[src/rtl/rs_alu_issue_queue.sv]
// ALU reservation station: buffers dispatched ops, wakes operands from two writeback buses,
// and issues the lowest-index ready entry each cycle. Handles mispredict kill and spec-bit clear.
module rs_alu_issue_queue #(
    parameter int ENTRY_NUM   = 8,
    parameter int DATA_LEN    = 32,
    parameter int ADDR_LEN    = 32,
    parameter int RRF_SEL     = 6,
    parameter int SPECTAG_LEN = 5,
    parameter int ALU_OP_W    = 4,
    parameter int SRC_SEL_W   = 2
) (
    input  logic                         clk,
    input  logic                         reset,
    input  logic                         dp_valid,
    output logic                         dp_ready,
    input  logic [DATA_LEN-1:0]          dp_src1,
    input  logic [DATA_LEN-1:0]          dp_src2,
    input  logic                         dp_rdy1,
    input  logic                         dp_rdy2,
    input  logic [ADDR_LEN-1:0]          dp_pc,
    input  logic [DATA_LEN-1:0]          dp_imm,
    input  logic [RRF_SEL-1:0]           dp_rrftag,
    input  logic                         dp_dstval,
    input  logic [SRC_SEL_W-1:0]         dp_src_a,
    input  logic [SRC_SEL_W-1:0]         dp_src_b,
    input  logic [ALU_OP_W-1:0]          dp_alu_op,
    input  logic [SPECTAG_LEN-1:0]       dp_spectag,
    input  logic                         dp_specbit,
    input  logic                         wb0_valid,
    input  logic [RRF_SEL-1:0]           wb0_tag,
    input  logic [DATA_LEN-1:0]          wb0_data,
    input  logic                         wb1_valid,
    input  logic [RRF_SEL-1:0]           wb1_tag,
    input  logic [DATA_LEN-1:0]          wb1_data,
    input  logic                         prmiss,
    input  logic                         prsuccess,
    input  logic [SPECTAG_LEN-1:0]       spectagfix,
    output logic                         iss_valid,
    output logic [DATA_LEN-1:0]          iss_src1,
    output logic [DATA_LEN-1:0]          iss_src2,
    output logic [ADDR_LEN-1:0]          iss_pc,
    output logic [DATA_LEN-1:0]          iss_imm,
    output logic [RRF_SEL-1:0]           iss_rrftag,
    output logic                         iss_dstval,
    output logic [SRC_SEL_W-1:0]         iss_src_a,
    output logic [SRC_SEL_W-1:0]         iss_src_b,
    output logic [ALU_OP_W-1:0]          iss_alu_op,
    output logic [SPECTAG_LEN-1:0]       iss_spectag,
    output logic                         iss_specbit,
    output logic [$clog2(ENTRY_NUM):0]   count
);
    localparam int IDX_W = $clog2(ENTRY_NUM);
    localparam int CNT_W = IDX_W + 1;

    logic [ENTRY_NUM-1:0]   valid, rdy1, rdy2, dstval, specbit;
    logic [DATA_LEN-1:0]    src1 [ENTRY_NUM];
    logic [DATA_LEN-1:0]    src2 [ENTRY_NUM];
    logic [DATA_LEN-1:0]    imm [ENTRY_NUM];
    logic [ADDR_LEN-1:0]    pc [ENTRY_NUM];
    logic [RRF_SEL-1:0]     rrftag [ENTRY_NUM];
    logic [SRC_SEL_W-1:0]   src_a [ENTRY_NUM];
    logic [SRC_SEL_W-1:0]   src_b [ENTRY_NUM];
    logic [ALU_OP_W-1:0]    alu_op [ENTRY_NUM];
    logic [SPECTAG_LEN-1:0] spectag [ENTRY_NUM];

    logic [ENTRY_NUM-1:0] kill, cand, free;
    logic                 sel_found, dp_kill, dp_accept;
    logic [IDX_W-1:0]     sel_idx, wr_idx;
    logic [CNT_W-1:0]     kill_cnt;

    // Operand capture from the writeback buses; wb0 wins when both match.
    function automatic logic [DATA_LEN:0] capture(input logic rdy, input logic [DATA_LEN-1:0] val);
        if (!rdy && wb0_valid && wb0_tag == val[RRF_SEL-1:0]) return {1'b1, wb0_data};
        if (!rdy && wb1_valid && wb1_tag == val[RRF_SEL-1:0]) return {1'b1, wb1_data};
        return {rdy, val};
    endfunction

    assign dp_ready  = count < CNT_W'(ENTRY_NUM);
    assign dp_kill   = prmiss && dp_specbit && |(dp_spectag & spectagfix);
    assign dp_accept = dp_valid && dp_ready && !dp_kill;

    always_comb begin
        kill      = '0;
        cand      = '0;
        free      = '0;
        kill_cnt  = '0;
        sel_found = 1'b0;
        sel_idx   = '0;
        wr_idx    = '0;
        for (int i = 0; i < ENTRY_NUM; i++) begin
            kill[i]  = valid[i] && prmiss && specbit[i] && |(spectag[i] & spectagfix);
            cand[i]  = valid[i] && rdy1[i] && rdy2[i] && !kill[i];
            kill_cnt = kill_cnt + CNT_W'(kill[i]);
        end
        for (int i = ENTRY_NUM - 1; i >= 0; i--) begin
            if (cand[i]) begin
                sel_found = 1'b1;
                sel_idx   = IDX_W'(i);
            end
        end
        // An entry leaving this cycle (issued or killed) can take the incoming dispatch.
        for (int i = ENTRY_NUM - 1; i >= 0; i--) begin
            free[i] = !valid[i] || kill[i] || (sel_found && sel_idx == IDX_W'(i));
            if (free[i]) wr_idx = IDX_W'(i);
        end
    end

    always_comb begin
        iss_valid   = sel_found;
        iss_src1    = '0;
        iss_src2    = '0;
        iss_pc      = '0;
        iss_imm     = '0;
        iss_rrftag  = '0;
        iss_dstval  = 1'b0;
        iss_src_a   = '0;
        iss_src_b   = '0;
        iss_alu_op  = '0;
        iss_spectag = '0;
        iss_specbit = 1'b0;
        if (sel_found) begin
            iss_src1    = src1[sel_idx];
            iss_src2    = src2[sel_idx];
            iss_pc      = pc[sel_idx];
            iss_imm     = imm[sel_idx];
            iss_rrftag  = rrftag[sel_idx];
            iss_dstval  = dstval[sel_idx];
            iss_src_a   = src_a[sel_idx];
            iss_src_b   = src_b[sel_idx];
            iss_alu_op  = alu_op[sel_idx];
            iss_spectag = spectag[sel_idx];
            iss_specbit = specbit[sel_idx];
        end
    end

    always_ff @(posedge clk) begin
        if (reset) begin
            valid <= '0;
            count <= '0;
        end else begin
            count <= count + CNT_W'(dp_accept) - CNT_W'(sel_found) - kill_cnt;
            for (int i = 0; i < ENTRY_NUM; i++) begin
                if (kill[i] || (sel_found && sel_idx == IDX_W'(i))) valid[i] <= 1'b0;
                {rdy1[i], src1[i]} <= capture(rdy1[i], src1[i]);
                {rdy2[i], src2[i]} <= capture(rdy2[i], src2[i]);
                if (prsuccess && spectag[i] == spectagfix) specbit[i] <= 1'b0;
            end
            if (dp_accept) begin
                valid[wr_idx]              <= 1'b1;
                {rdy1[wr_idx], src1[wr_idx]} <= capture(dp_rdy1, dp_src1);
                {rdy2[wr_idx], src2[wr_idx]} <= capture(dp_rdy2, dp_src2);
                pc[wr_idx]                 <= dp_pc;
                imm[wr_idx]                <= dp_imm;
                rrftag[wr_idx]             <= dp_rrftag;
                dstval[wr_idx]             <= dp_dstval;
                src_a[wr_idx]              <= dp_src_a;
                src_b[wr_idx]              <= dp_src_b;
                alu_op[wr_idx]             <= dp_alu_op;
                spectag[wr_idx]            <= dp_spectag;
                specbit[wr_idx]            <= dp_specbit && !(prsuccess && dp_spectag == spectagfix);
            end
        end
    end
endmodule

[config.mk]
export PLATFORM = sky130hd
export DESIGN_NAME = rs_alu_issue_queue
export DESIGN_NICKNAME = d
export VERILOG_FILES = /design/src/rtl/rs_alu_issue_queue.sv
export SDC_FILE = /design/constraint.sdc
export NUM_CORES = 2
export LEC_CHECK = 0
export BUFFER_PORTS_ARGS = -buffer_cell sky130_fd_sc_hd__buf_2
export CAP_MARGIN = 20
export CELL_PAD_IN_SITES_DETAIL_PLACEMENT = 0
export CELL_PAD_IN_SITES_GLOBAL_PLACEMENT = 1
export CORE_UTILIZATION = 40
export DETAILED_ROUTE_END_ITERATION = 7
export PLACE_DENSITY = 0.65
export SLEW_MARGIN = 20
export SYNTH_ARGS = -nofsm -noshare
export SYNTH_HDL_FRONTEND = slang
export SYNTH_SLANG_ARGS = --single-unit
[constraint.sdc]
create_clock -name clk -period 44 [get_ports clk]
set_input_delay 6.6 -clock clk [delete_from_list [all_inputs] [get_ports clk]]
set_output_delay 6.6 -clock clk [all_outputs]
set_load 0.1 [all_outputs]
==> impl_metrics.json <==
{
  "period_needed_ns": 19.02,
  "ys_ff_latch": 1220,
  "async_reset_ff_frac": 0,
  "syn-cell-area_sq_mm": 0.0694,
  "synth.avg_cell_area_sq_um": 10.3,
  "cts_resized": 0,
  "hold_path_class": "reg -> reg",
  "hpwl_mm": 147,
  "drc": 0,
  "ir_worst_vdd_mv": 0.0411,
  "clkTransAtPathRegs_ns": 0.06,
  "antenna_found_initial": 24,
  "synth_cell_type_count": 74,
  "critPathRequiredTime_ns": 37.40,
  "htreeDepth": 4,
  "syn_nets": 7025,
  "cp_slowest_cell": "buf_4",
  "finalHoldViolations": 0,
  "met1_length_mm": 107,
  "timing.fmax_mhz": 52.6,
  "cts_made_buffers": 147,
  "worstSetupEndpointType": "output port",
  "wl_met3_mm": 18.3,
  "tightest_slew_ns": 1.17,
  "firstDrtPassIters": 6,
  "gp_congestion": 0.880,
  "slew_headroom": 0.219,
  "critical_path_arrival_ns": 12.42,
  "drt_iter0_markers": 5529,
  "finalSetupTns_ns": 0,
  "wirelength_mm": 265,
  "grt_pass1_vias": 53200,
  "pin_count": 394,
  "vias_per_cell": 6.11,
  "setup_viol": 0,
  "routedWlPerCell_microns": 29.0,
  "power.density_mw_per_mm2": 38.4,
  "overflow": 0,
  "cts-root-buf": "clkbuf_16",
  "area_delta_synth_final_pct": 11.7,
  "yosys_warnings": 0,
  "clk_path_buf_depth": 3,
  "die_w_microns": 418,
  "synth_seq_area_share": 0.526,
  "critical_path.max_fanout": 83,
  "grt_pass1_wl_mm": 381,
  "hold_buffers": 0,
  "io_buffer_count": 393,
  "drive_gt1_frac": 0.142,
  "multi_input_comb_area_sq_mm": 0.0303,
  "clkLatencyLatePin_ns": 0.82,
  "synth_edf_count": 1208,
  "critPathLaunchType": "input pin",
  "leakagePower_nw": 29.5,
  "crit_chain": "buf_2 > ha_1 > or4_1 > o211ai_1 > nand4_1 > a211oi_4 > buf_4 > buf_4 > o21ai_0 > a31oi_1 > a21oi_1 > o21ai_0 > buf_2",
  "drv_slew": 0,
  "fin_nets": 7016,
  "cts_setup_buffers": 0,
  "num_vias": 56000,
  "maxCapViolCount": 0,
  "seqCellArea_sq_mm": 0.0365,
  "worst-setup-path-type": "in -> out",
  "initial_core_util": 0.403,
  "ant_nets": 0,
  "place_area_sq_mm": 0.0727,
  "grt_max_degree": 143,
  "cts_tree": "yes",
  "top_layer_used": "met5",
  "synthFlopType": "edfxtp_1",
  "dr_wl_met2_mm": 127,
  "grt_usage": 0.295,
  "die_area_sq_mm": 0.175,
  "status": "finished clean",
  "core-area_sq_mm": 0.172,
  "die_h_microns": 418,
  "rsz0062_at_grt": "no",
  "slowest_delay_ns": 0.98,
  "clock_skew_ns": 0.0357,
  "syn_inst": 6726,
  "stdcell_area_sq_mm": 0.0775,
  "fill_cells": 16300,
  "rows": 152,
  "final.period_utilization": 0.432,
  "cts.sinks": 1220
}
flip-flops by register name, indices dropped and copies added, names as in the netlist:
register and flops:
alu_op 32, specbit 8, rdy2 8, src1 256
rrftag 48, pc 256, src_a 16, imm 256
dstval 8, count 4, valid 8, src_b 16
src2 256, rdy1 8, spectag 40
worst paths after layout:
check           startpoint  slack (ns)  cells after the start            to
max          spectagfix[1]       24.98                     13  iss_src1[30]
min               count[3]        0.55                      2      count[3]
max reg2reg  spectag[6][1]       38.17                     12     pc[6][13]
min reg2reg       count[3]        0.55                      2      count[3]
cells in the mapped netlist (all sizes together) (4+ instances only):
library cell,instances,area share
and3,4,0.00036
buf,142,0.0099
o21ai,1235,0.089
clkbuf,536,0.029
inv,16,0.00087
and2,6,0.00054
mux2,192,0.032
o211ai,6,0.00085
nor2,283,0.015
a31oi,150,0.014
edfxtp,1208,0.52
o311a,6,0.00087
dfxtp,12,0.0035
or4,5,0.00065
nand2,681,0.037
a41oi,4,0.00050
nand4,39,0.0035
o21a,154,0.017
o31ai,10,0.0011
nor2b,4,0.00036
xnor2,78,0.0098
a32oi,148,0.019
xor2,142,0.018
nor3b,36,0.0039
o311ai,4,0.00061
nor3,50,0.0037
fa,6,0.0017
or4b,8,0.0012
or3,7,0.00063
a21oi,423,0.031
ha,54,0.0097
mux2i,589,0.085
nand3,448,0.032
cells in the final DEF (no fill, tap or decap), types with 5 or more instances in the layout:
cell type and instances:
mux2i_1 589, a31oi_1 150, nand4_1 39, o31ai_1 10, fa_1 6, mux2_2 172
diode_2 10, mux2_4 20, nor3_1 46, nand2_1 678, and2_1 5, clkinvlp_4 6
xor2_1 142, clkbuf_16 148, clkinv_16 8, o21ai_1 24, buf_2 393, o311a_1 6
nor2_4 6, nor3b_1 36, xnor2_1 78, inv_1 15, edfxtp_1 1208, or4b_2 8
or3_1 7, o211ai_1 5, clkinv_1 39, clkinv_2 27, dfxtp_1 12, ha_1 54
buf_4 122, clkbuf_1 29, bufinv_16 6, o21ai_0 1210, a32oi_1 148, o21a_1 151
nand3_1 448, nor2_1 277, a21oi_1 417
critical path: cells and delay by family:
family / cells / cell delay, ns
and+or+nand+nor: 2 / 0.90
AOI/OAI and AO/OA: 6 / 2.11
adders and majority gates: 1 / 0.22
buffers and inverters: 4 / 2.50
per-layer routing:
layer	vias to the layer above	global-route usage
met5	-	0
met4	30	0.132
met3	540	0.0465
met2	2407	0.491
met1	27800	0.377
li1	25200	-
area by class of cell:
class | instances | share of cell area
Antenna cell | 10 | 0.000323
Sequential cell | 1220 | 0.471
Clock buffer | 178 | 0.0494
Timing Repair Buffer | 520 | 0.0386
Multi-Input combinational cell | 4812 | 0.391
Tap cell | 2310 | 0.0373
Clock inverter | 94 | 0.0111
Inverter | 16 | 0.000872
kinds of logic after synthesis:
kind of cell / synth area share
compound gates: 0.176
simple gates: 0.101
flops: 0.526
mux: 0.117
buf+inv: 0.0397
xor+xnor: 0.0278
fa+ha+maj: 0.0115
power by group:
part	total [W]	switching, W	internal, W
clock	0.00119	0.000532	0.000663
combinational	0.000407	0.000296	0.000111
sequential	0.00137	0.0000337	0.00134
stage by stage:
stage / util / cells / power, W / hold WS [ns] / setup WS [ns]
detailed placement: 0.423 / 8877 / 0.00180 / 0.545 / 25.09
floorplan: - / 6726 / 0.00169 / 0.582 / 23.69
finish: 0.451 / 9160 / 0.00297 / 0.551 / 24.98
global placement: 0.423 / 8877 / 0.00179 / 0.518 / 25.14
CTS: 0.450 / 9149 / 0.00299 / 0.558 / 25.09
global route: 0.451 / 9157 / 0.00307 / 0.594 / 24.78
No activity file was read; power rests on OpenSTA's default activity.
